## config.mk

```make
export PLATFORM = sky130hd
export DESIGN_NAME = alu_seq_param_flat
export DESIGN_NICKNAME = d
export VERILOG_FILES = /design/src/rtl/alu_seq_param_pkg.sv /design/src/rtl/alu_seq_param_if.sv /design/src/rtl/alu_seq_param_mul_iter.sv /design/src/rtl/alu_seq_param.sv /design/src/flat_wrapper.sv
export SDC_FILE = /design/constraint.sdc
export NUM_CORES = 1
export LEC_CHECK = 0
export BUFFER_PORTS_ARGS = -buffer_cell sky130_fd_sc_hd__buf_4
export CAP_MARGIN = 20
export CORE_MARGIN = 1
export CORE_UTILIZATION = 32
export DETAILED_ROUTE_END_ITERATION = 12
export REMOVE_ABC_BUFFERS = 1
export SETUP_SLACK_MARGIN = 0.05
export SLEW_MARGIN = 20
export SYNTH_ARGS = -nofsm -noshare
export SYNTH_HDL_FRONTEND = slang
export SYNTH_SLANG_ARGS = --single-unit
```

## constraint.sdc

```tcl
create_clock -name clk -period 8.2 [get_ports clk]
set_input_delay 0.41 -clock clk [delete_from_list [all_inputs] [get_ports clk]]
set_output_delay 0.41 -clock clk [all_outputs]
set_load 0.01 [all_outputs]
```

## src/rtl/alu_seq_param_pkg.sv

```systemverilog
// rtl/alu_seq_param_pkg.sv - op codes and FSM state encoding for the sequential ALU
package alu_seq_pkg;

  localparam logic [2:0] OP_ADD  = 3'b000;
  localparam logic [2:0] OP_SUB  = 3'b001;
  localparam logic [2:0] OP_MUL  = 3'b010;
  localparam logic [2:0] OP_OR   = 3'b011;
  localparam logic [2:0] OP_AND  = 3'b100;
  localparam logic [2:0] OP_NOR  = 3'b101;
  localparam logic [2:0] OP_XOR  = 3'b110;
  localparam logic [2:0] OP_NOTA = 3'b111;

  typedef enum logic {
    S_IDLE = 1'b0,
    S_MUL  = 1'b1
  } state_t;

endpackage

```

## src/rtl/alu_seq_param_if.sv

```systemverilog
// rtl/alu_seq_param_if.sv - operand/result handshake bundle for the sequential ALU
interface alu_seq_param_if #(parameter int WIDTH = 4);

  logic                   in_valid;
  logic                   in_ready;
  logic [WIDTH-1:0]       a;
  logic [WIDTH-1:0]       b;
  logic [2:0]             op;
  logic                   out_valid;
  logic                   out_ready;
  logic [2*WIDTH-1:0]     x;
  logic                   zero;
  logic                   carry;
  logic                   ovf;
  logic                   busy;

  modport master (
    output in_valid, a, b, op, out_ready,
    input  in_ready, out_valid, x, zero, carry, ovf, busy
  );

  modport slave (
    input  in_valid, a, b, op, out_ready,
    output in_ready, out_valid, x, zero, carry, ovf, busy
  );

endinterface

```

## src/rtl/alu_seq_param_mul_iter.sv

```systemverilog
// rtl/alu_seq_param_mul_iter.sv - iterative shift-add multiplier, one partial product per cycle
module alu_mul_iter #(
  parameter int WIDTH = 4
) (
  input  logic                 clk,
  input  logic                 rst_n,
  input  logic                 start,
  input  logic [WIDTH-1:0]     a,
  input  logic [WIDTH-1:0]     b,
  output logic                 done,
  output logic [2*WIDTH-1:0]   p
);

  localparam int CW = $clog2(WIDTH);
  localparam logic [CW-1:0] LAST = CW'(WIDTH - 1);

  logic [2*WIDTH-1:0] mcand_q, mcand_d;
  logic [2*WIDTH-1:0] acc_q, acc_d;
  logic [2*WIDTH-1:0] partial;
  logic [WIDTH-1:0]   mplier_q, mplier_d;
  logic [CW-1:0]      cnt_q, cnt_d;
  logic               run_q, run_d;

  always_comb begin
    partial  = acc_q + (mplier_q[0] ? mcand_q : '0);
    mcand_d  = mcand_q;
    mplier_d = mplier_q;
    acc_d    = acc_q;
    cnt_d    = cnt_q;
    run_d    = run_q;
    if (start) begin
      mcand_d  = {{WIDTH{1'b0}}, a};
      mplier_d = b;
      acc_d    = '0;
      cnt_d    = '0;
      run_d    = 1'b1;
    end else if (run_q) begin
      acc_d    = partial;
      mcand_d  = mcand_q << 1;
      mplier_d = mplier_q >> 1;
      if (cnt_q == LAST) begin
        run_d = 1'b0;
        cnt_d = '0;
      end else begin
        cnt_d = cnt_q + CW'(1);
      end
    end
  end

  // The final product is the combinational sum of the last step so the top can register it directly.
  assign done = run_q && (cnt_q == LAST);
  assign p    = partial;

  always_ff @(posedge clk or negedge rst_n) begin
    if (!rst_n) begin
      mcand_q  <= '0;
      mplier_q <= '0;
      acc_q    <= '0;
      cnt_q    <= '0;
      run_q    <= 1'b0;
    end else begin
      mcand_q  <= mcand_d;
      mplier_q <= mplier_d;
      acc_q    <= acc_d;
      cnt_q    <= cnt_d;
      run_q    <= run_d;
    end
  end

endmodule

```

## src/rtl/alu_seq_param.sv

```systemverilog
// rtl/alu_seq_param.sv - registered 8-op ALU with in/out handshakes and iterative multiply
module alu_seq_param
  import alu_seq_pkg::*;
#(
  parameter int WIDTH = 4
) (
  input  logic            clk,
  input  logic            rst_n,
  alu_seq_param_if.slave  bus
);

  state_t               state_q, state_d;
  logic                 out_valid_q, out_valid_d;
  logic [2*WIDTH-1:0]   x_q, x_d;
  logic                 zero_q, zero_d;
  logic                 carry_q, carry_d;
  logic                 ovf_q, ovf_d;

  logic                 accept;
  logic                 mul_start;
  logic                 mul_done;
  logic [2*WIDTH-1:0]   mul_p;
  logic [WIDTH:0]       sum;
  logic [WIDTH:0]       diff;
  logic [2*WIDTH-1:0]   res;
  logic                 res_c;
  logic                 res_v;

  assign bus.in_ready  = (state_q == S_IDLE) && (!out_valid_q || bus.out_ready);
  assign accept        = bus.in_valid && bus.in_ready;
  assign mul_start     = accept && (bus.op == OP_MUL);

  alu_mul_iter #(.WIDTH(WIDTH)) u_mul (
    .clk   (clk),
    .rst_n (rst_n),
    .start (mul_start),
    .a     (bus.a),
    .b     (bus.b),
    .done  (mul_done),
    .p     (mul_p)
  );

  always_comb begin
    sum   = {1'b0, bus.a} + {1'b0, bus.b};
    diff  = {1'b0, bus.a} - {1'b0, bus.b};
    res   = '0;
    res_c = 1'b0;
    res_v = 1'b0;
    case (bus.op)
      OP_ADD: begin
        res[WIDTH:0] = sum;
        res_c        = sum[WIDTH];
        res_v        = (bus.a[WIDTH-1] == bus.b[WIDTH-1]) && (sum[WIDTH-1] != bus.a[WIDTH-1]);
      end
      // The extra MSB of the widened difference is exactly the unsigned borrow.
      OP_SUB: begin
        res[WIDTH-1:0] = diff[WIDTH-1:0];
        res_c          = diff[WIDTH];
        res_v          = (bus.a[WIDTH-1] != bus.b[WIDTH-1]) && (diff[WIDTH-1] != bus.a[WIDTH-1]);
      end
      OP_MUL:  res = '0;
      OP_OR:   res[WIDTH-1:0] = bus.a | bus.b;
      OP_AND:  res[WIDTH-1:0] = bus.a & bus.b;
      OP_NOR:  res[WIDTH-1:0] = ~(bus.a | bus.b);
      OP_XOR:  res[WIDTH-1:0] = bus.a ^ bus.b;
      OP_NOTA: res[WIDTH-1:0] = ~bus.a;
    endcase
  end

  always_comb begin
    state_d     = state_q;
    out_valid_d = out_valid_q;
    x_d         = x_q;
    zero_d      = zero_q;
    carry_d     = carry_q;
    ovf_d       = ovf_q;
    if (out_valid_q && bus.out_ready) begin
      out_valid_d = 1'b0;
    end
    case (state_q)
      S_IDLE: begin
        if (accept) begin
          if (bus.op == OP_MUL) begin
            state_d     = S_MUL;
            out_valid_d = 1'b0;
          end else begin
            x_d         = res;
            zero_d      = (res == '0);
            carry_d     = res_c;
            ovf_d       = res_v;
            out_valid_d = 1'b1;
          end
        end
      end
      S_MUL: begin
        if (mul_done) begin
          x_d         = mul_p;
          zero_d      = (mul_p == '0);
          carry_d     = 1'b0;
          ovf_d       = 1'b0;
          out_valid_d = 1'b1;
          state_d     = S_IDLE;
        end
      end
    endcase
  end

  always_ff @(posedge clk or negedge rst_n) begin
    if (!rst_n) begin
      state_q     <= S_IDLE;
      out_valid_q <= 1'b0;
      x_q         <= '0;
      zero_q      <= 1'b0;
      carry_q     <= 1'b0;
      ovf_q       <= 1'b0;
    end else begin
      state_q     <= state_d;
      out_valid_q <= out_valid_d;
      x_q         <= x_d;
      zero_q      <= zero_d;
      carry_q     <= carry_d;
      ovf_q       <= ovf_d;
    end
  end

  assign bus.out_valid = out_valid_q;
  assign bus.x         = x_q;
  assign bus.zero      = zero_q;
  assign bus.carry     = carry_q;
  assign bus.ovf       = ovf_q;
  assign bus.busy      = (state_q == S_MUL);

endmodule

```

## src/flat_wrapper.sv

```systemverilog
// flat-port wrapper written by rule: the top's interface ports become plain ports
module alu_seq_param_flat import alu_seq_pkg::*;
#(
  parameter int WIDTH = 4
)
  (clk, rst_n, bus_in_valid, bus_a, bus_b, bus_op, bus_out_ready, bus_in_ready, bus_out_valid, bus_x, bus_zero, bus_carry, bus_ovf, bus_busy);
  alu_seq_param_if #(.WIDTH(WIDTH)) bus_i ();
  input  logic clk;
  input  logic rst_n;
  input wire logic [$bits(bus_i.in_valid)-1:0] bus_in_valid;
  input wire logic [$bits(bus_i.a)-1:0] bus_a;
  input wire logic [$bits(bus_i.b)-1:0] bus_b;
  input wire logic [$bits(bus_i.op)-1:0] bus_op;
  input wire logic [$bits(bus_i.out_ready)-1:0] bus_out_ready;
  output wire logic [$bits(bus_i.in_ready)-1:0] bus_in_ready;
  output wire logic [$bits(bus_i.out_valid)-1:0] bus_out_valid;
  output wire logic [$bits(bus_i.x)-1:0] bus_x;
  output wire logic [$bits(bus_i.zero)-1:0] bus_zero;
  output wire logic [$bits(bus_i.carry)-1:0] bus_carry;
  output wire logic [$bits(bus_i.ovf)-1:0] bus_ovf;
  output wire logic [$bits(bus_i.busy)-1:0] bus_busy;
  assign bus_i.in_valid = bus_in_valid;
  assign bus_i.a = bus_a;
  assign bus_i.b = bus_b;
  assign bus_i.op = bus_op;
  assign bus_i.out_ready = bus_out_ready;
  assign bus_in_ready = bus_i.in_ready;
  assign bus_out_valid = bus_i.out_valid;
  assign bus_x = bus_i.x;
  assign bus_zero = bus_i.zero;
  assign bus_carry = bus_i.carry;
  assign bus_ovf = bus_i.ovf;
  assign bus_busy = bus_i.busy;
  alu_seq_param #(.WIDTH(WIDTH)) u_core (.clk(clk), .rst_n(rst_n), .bus(bus_i));
endmodule
```

==> results of run 1 <==
[cell usage after synthesis, drive strengths merged, types with 2 or more instances]
master    n  share of area (%)
o21ai    20                4.1
nand3     7                1.4
nor2     25                3.8
xnor2    10                3.5
dfrtp    36                 36
a221o     2               0.81
a22oi     3               0.91
nor3      4               0.81
or4       3               0.91
nand2b    7                1.8
o2111ai   2               0.71
o21bai    2               0.61
nand2    14                2.1
a22o      3                1.1
buf       3               0.51
a211oi    4                1.2
and3      2               0.51
a21o      5                1.5
xor2      2               0.71
a21oi     8                1.6
nor2b     6                1.5
fa        3                2.4
inv      10                1.5
a31oi     3               0.76
mux2i    22                8.9
ha       20                 10
clkbuf   12                1.8
and2      8                2.1
[flip-flops by register name, summed over array words and instances (netlist names)]
register / cells
u_core.bus.x: 8
u_core.u_mul.acc_q: 8
u_core.u_mul.mcand_q: 8
u_core.u_mul.mplier_q: 4
u_core.u_mul.cnt_q: 2
u_core.bus.busy: 1
u_core.bus.carry: 1
u_core.bus.out_valid: 1
u_core.bus.ovf: 1
u_core.bus.zero: 1
u_core.u_mul.run_q: 1
[power by group]
| group | total, µW | leakage [µW] | switching [µW] | internal (µW) |
|---|---|---|---|---|
| Sequential | 299 | 0.000467 | 51.3 | 248 |
| Combinational | 361 | 0.000811 | 190 | 171 |
| Clock | 131 | 0.0000445 | 63.1 | 68.3 |
[layout make-up]
cell class	instances	area share, %
clock buffer	7	3.03
multi-input combinational	202	51.8
timing repair buffer	29	7.64
inverter	10	1.32
tap	99	4.35
clock inverter	1	0.264
sequential	36	31.6
[path summary, 6_finish.rpt]
| check | from | to | slack [ns] | depth (start not counted) |
|---|---|---|---|---|
| min | rst_n | u_core.u_mul.mcand_q[6] | 0.06 | 1 |
| max | u_core.u_mul.mplier_q[0] | u_core.bus.zero | 5.36 | 9 |
| min reg2reg | u_core.bus.zero | u_core.bus.zero | 0.49 | 2 |
| max in group asynchronous | rst_n | u_core.u_mul.acc_q[5] | 7.79 | 1 |
| max reg2reg | u_core.u_mul.mplier_q[0] | u_core.bus.zero | 5.36 | 9 |
| min in group clk | bus_b[2] | u_core.u_mul.mplier_q[2] | 0.36 | 3 |
[metrics by stage]
| stage | utilization, % | total power, µW |
|---|---|---|
| finish | 38.7 | 792 |
| global placement | 37.4 | 660 |
| global route | 38.7 | 853 |
| detailed placement | 37.4 | 665 |
| floorplan | - | 544 |
| CTS | 38.6 | 799 |
[kinds of logic (layout without fill, tap and decap cells)]
logic type	count (synthesis)	in the layout
multiplexers	23	23
adder cells (fa/ha/maj)	23	23
AO/OA/AOI/OAI	60	60
flip-flops	36	36
XOR/XNOR	12	12
AND/OR/NAND/NOR	84	84
buffers and inverters	25	47
[metal layers]
layer  up-vias  part of all wire, %  track usage [%]  routed length (µm)
met4         0                  1.1             5.24                  59
met1       928                   50             19.8                2700
li1        970                    -                -                   -
met3         4                  3.0             1.95                 161
met2        35                   46             22.8                2480
met5         -                    0                0                   0
==> impl_results.md, run 1 <==
- Die boundary height: 89.9 µm
- Number of setup buffers added after CTS: 0
- Global placement routability congestion: 0.833
- Multi-input logic area: 0.00148 mm²
- Maximum net fanout on the critical path: 9
- Most used cell along the critical path: or4_1
- Prevailing post-synth register cell: dfrtp_1
- TritonCTS clock tree: done
- Sum of net half-perimeters after detailed placement: 3990 µm
- WHS: 0.0647 ns
- Hold-fix buffer count after cts: 0
- Pin count of the biggest net entering global routing: 37
- Adder and majority cell fraction of the synthesized area: 12.6%
- Area growth from synthesis to layout: 15.3%
- Clock tree root buffer cell: clkbuf_8
- Async S/R FF share, synth: 100%
- Diodes inserted: 0
- Post-detailed-routing wire length: 5400 µm
- NumNets Final: 322
- Initial antenna violation count: 0
- Total placed instance area: 0.00275 mm²
- Post-synthesis xor/xnor area fraction: 4.26%
- Most common cell after layout, fill and taps aside: dfrtp_1
- Worst clock skew: 0.00950 ns
- Number of pins exceeding their max-slew limit in the final report: 0
- Proportion of layout cells with a drive suffix above 1: 13.7%
- Insertion delay to the later sink of the worst-skew pair: 0.28 ns
- Number of buffers inserted by port buffering: 28
- Average size of a mapped cell: 9.39 µm²
- Rel. slew slack: 60.6%
- Post-synthesis register bit count: 36
- Setup Total Neg Slack: 0 ns
- Initial Utilization: 33.5%
- Count of final setup violators: 0
- Die Width: 89.9 µm
- Die Footprint: 0.00807 mm²
- Slowest cell delay on critical path: 0.51 ns
- Share of synthesized area occupied by flip-flops and latches: 36.5%
- WP data arrival: 3.06 ns
- Power density over the cells: 278 mW/mm²
- RSZ-0062 raised after global routing: no
- Final critical-path share of the clock period: 34.7%
- Critical-path cell list: and2_1 -> ha_1 -> fa_1 -> a21o_1 -> a21oi_1 -> xnor2_1 -> or4_1 -> or4_1 -> nand3_1
- Via density per instance: 5.04
- Post-route ant nets: 0
- Remaining routing DRC violations: 0
- Family with the most delay on the worst path: simple AND/OR/NAND/NOR gates
- Cells after DPL: 376
- Max clock buf depth: 2
- Post-cts sizing count: 0
- Post-route standard cell area excluding fillers: 0.00285 mm²
- Detailed-routing iteration count for the pre-antenna-repair pass: 4
- Post-synthesis share of cell area spent on and, or, nand and nor gates: 17.5%
- Clock slew at reported path FFs: 0.08 ns
- Count of mapped cells out of synthesis: 263
- Achievable frequency: 352 MHz
- Leading cell types in the layout, fill and taps excluded: dfrtp_1 (36), buf_4 (29), nor2_1 (25)
- HP Class: input pin to asynchronous set/reset pin
- Worst path bufs/invs: 0
- Multiplexer share of the synthesized area: 9.37%
- Number of fillers in the final layout: 748
- Maximum ir drop on the vdd rail: 0.0934 mV
- Overall via count from detail_route: 1937
- Number of distinct standard cells referenced by the synthesized netlist: 48
- Cell Area, Synth: 0.00247 mm²
- Vias in the first global route: 1922
- Number of warnings printed during yosys synthesis: 0
- Sum of overflow across all layers after global routing: 0
- Drt first-iter violations: 88
- Core region area: 0.00737 mm²
- Max_cap viols: 0
- Routed length per instance: 14.1 µm
- Global-route usage over all layers: 14.3%
- CP startpoint kind: register
- Actual transition at the worst max-transition pin: 0.590 ns
- Post-layout instance count excluding filler cells: 384
- P_leak: 0.00132 µW
- Number of enable-type register cells in the synthesized netlist: 0
- Required @ worst endpoint: 8.42 ns
- CTS buffer count: 5
- Fin worst setup slack: 5.36 ns
- Slowest library cell on the worst path: or4_1
- Number of H-tree levels: 2
- Wire length of the first global-routing pass: 9300 µm
- Main combinational cell family by area after synthesis: simple AND/OR/NAND/NOR gates
- Standard-cell row count: 31
- Critical path endpoint category: register
- Number of sinks driven by the clock tree: 36
- Top-Level Pins: 29
- Tmin final: 2.84 ns
- Hold violation count in the final report: 0
- Sequential cell area: 901 µm²
- Post-Place Setup Slack: 5.41 ns
- Status: complete, no violations
- Share of the synthesized area in compound gates (AO/OA/AOI/OAI): 16.0%
- WS Path Type: register to register
(Power assumes the default switching activity.)
==> inputs of run 2 (changes only) <==
==> constraint.sdc (replaced) <==
create_clock -name clk -period 3 [get_ports clk]
set_input_delay 0.15 -clock clk [delete_from_list [all_inputs] [get_ports clk]]
set_output_delay 0.15 -clock clk [all_outputs]
set_load 0.01 [all_outputs]
==> impl_results.md, run 2 (same netlist as run 1, synthesis figures left out) <==
- Max_cap viols: 0
- Slowest library cell on the worst path: or4_1
- Detailed-routing iteration count for the pre-antenna-repair pass: 4
- CP startpoint kind: register
- CTS buffer count: 5
- Vias in the first global route: 1911
- Clock slew at reported path FFs: 0.07 ns
- Number of H-tree levels: 2
- Number of pins exceeding their max-slew limit in the final report: 0
- Post-route standard cell area excluding fillers: 0.00287 mm²
- Global placement routability congestion: 0.831
- Number of buffers inserted by port buffering: 28
- Leading cell types in the layout, fill and taps excluded: dfrtp_1 (35), buf_4 (31), nor2_1 (25)
- Via density per instance: 4.91
- Number of setup buffers added after CTS: 0
- Insertion delay to the later sink of the worst-skew pair: 0.28 ns
- Sum of overflow across all layers after global routing: 0
- Standard-cell row count: 31
- Actual transition at the worst max-transition pin: 0.453 ns
- TritonCTS clock tree: done
- Maximum net fanout on the critical path: 9
- Setup Total Neg Slack: 0 ns
- Post-detailed-routing wire length: 5280 µm
- Number of sinks driven by the clock tree: 36
- Core region area: 0.00737 mm²
- Sum of net half-perimeters after detailed placement: 3990 µm
- Number of cells on the worst reg-to-reg path: 9
- Achievable frequency: 354 MHz
- WHS: 0.102 ns
- Drt first-iter violations: 109
- Remaining routing DRC violations: 0
- Pin count of the biggest net entering global routing: 37
- Clock tree root buffer cell: clkbuf_8
- Rel. slew slack: 69.8%
- Most used cell along the critical path: or4_1
- Slowest cell delay on critical path: 0.50 ns
- Power density over the cells: 750 mW/mm²
- Required @ worst endpoint: 3.21 ns
- Global-route usage over all layers: 13.8%
- Top-Level Pins: 29
- Wire length of the first global-routing pass: 9090 µm
- Critical path endpoint category: register
- NumNets Final: 325
- Maximum ir drop on the vdd rail: 0.236 mV
- HP Class: input pin to register
- Final critical-path share of the clock period: 94.1%
- Die Width: 89.9 µm
- Most common cell after layout, fill and taps aside: dfrtp_1
- Tmin final: 2.82 ns
- Proportion of layout cells with a drive suffix above 1: 14.2%
- P_leak: 0.00134 µW
- Worst clock skew: 0.00432 ns
- Routed length per instance: 13.7 µm
- Critical-path cell list: and2_1 -> ha_1 -> fa_1 -> a21o_1 -> a21oi_1 -> xnor2_1 -> or4_1 -> or4_1 -> nand3_1
- Total placed instance area: 0.00277 mm²
- Die boundary height: 89.9 µm
- WS Path Type: register to register
- Max clock buf depth: 2
- RSZ-0062 raised after global routing: no
- Initial antenna violation count: 0
- Area growth from synthesis to layout: 16.4%
- Status: complete, no violations
- Cells on Worst Hold Path: 3
- Count of final setup violators: 0
- Family with the most delay on the worst path: simple AND/OR/NAND/NOR gates
- Diodes inserted: 0
- Initial Utilization: 33.5%
- Critical path depth in cells: 9
- Hold violation count in the final report: 0
- Die Footprint: 0.00807 mm²
- Worst path bufs/invs: 0
- Post-layout util: 39.0%
- Post-route ant nets: 0
- Overall via count from detail_route: 1902
- WP data arrival: 3.04 ns
run 2: cell count changes in the layout (fill, tap and decap cells not counted):
cell           change
dfrtp_1            -1
and3_2             -1
dlygate4sd3_1      +1
dfrtp_2            +1
and3_1             +1
buf_4              +2
run 2: worst reg2reg max path, stage by stage (launching register included):
cell	delay [ns]
dfrtp_2	0.45
and2_1	0.15
ha_1	0.21
fa_1	0.44
a21o_1	0.21
a21oi_1	0.17
xnor2_1	0.11
or4_1	0.50
or4_1	0.41
nand3_1	0.10
run 2: routing by layer:
metal / global-route usage (%) / share of wire (%)
met2: 22.2 / 47
met5: 0 / 0
met4: 4.17 / 0.78
met3: 2.03 / 2.6
met1: 19.3 / 50
run 2: cell type report:
class                   count  area, µm²
fillers                   756       4500
repair buffers             32        243
inverters                  10       37.5
clock inverters             1       7.51
multi-input cells         202       1470
well taps                  99        124
clock buffers               7       86.3
flip-flops and latches     36        902
run 2: what timing repair did:
action	CTS	global route
endpoints found under the hold margin	36	0
hold buffers	1	0
setup endpoints to repair	0	1
gates resized for setup	0	1
run 2: through the flow:
stage	total power, µW	instances	setup WS [ns]
2_1_floorplan	1490	248	0.365
6_report	2160	387	0.176
4_1_cts	2180	387	0.148
3_3_place_gp	1800	378	0.250
3_5_place_dp	1820	378	0.174
5_1_grt	2320	387	0.0569
run 2: power by group:
group          internal (µW)  total, µW  switching [µW]
clock network            186        349             163
registers                679        820             141
logic                    472        985             513
run 2: final timing paths:
check / slack [ns] / end / start
hold reg to reg: 0.49 / u_core.bus.x[4] / u_core.bus.x[4]
hold / removal: 0.10 / u_core.u_mul.mplier_q[3] / bus_b[3]
setup reg to reg: 0.18 / u_core.bus.zero / u_core.u_mul.mplier_q[0]
max in group asynchronous: 2.30 / u_core.u_mul.mplier_q[0] / rst_n
setup / recovery: 0.18 / u_core.bus.zero / u_core.u_mul.mplier_q[0]
min in group asynchronous: 0.37 / u_core.u_mul.mcand_q[5] / rst_n
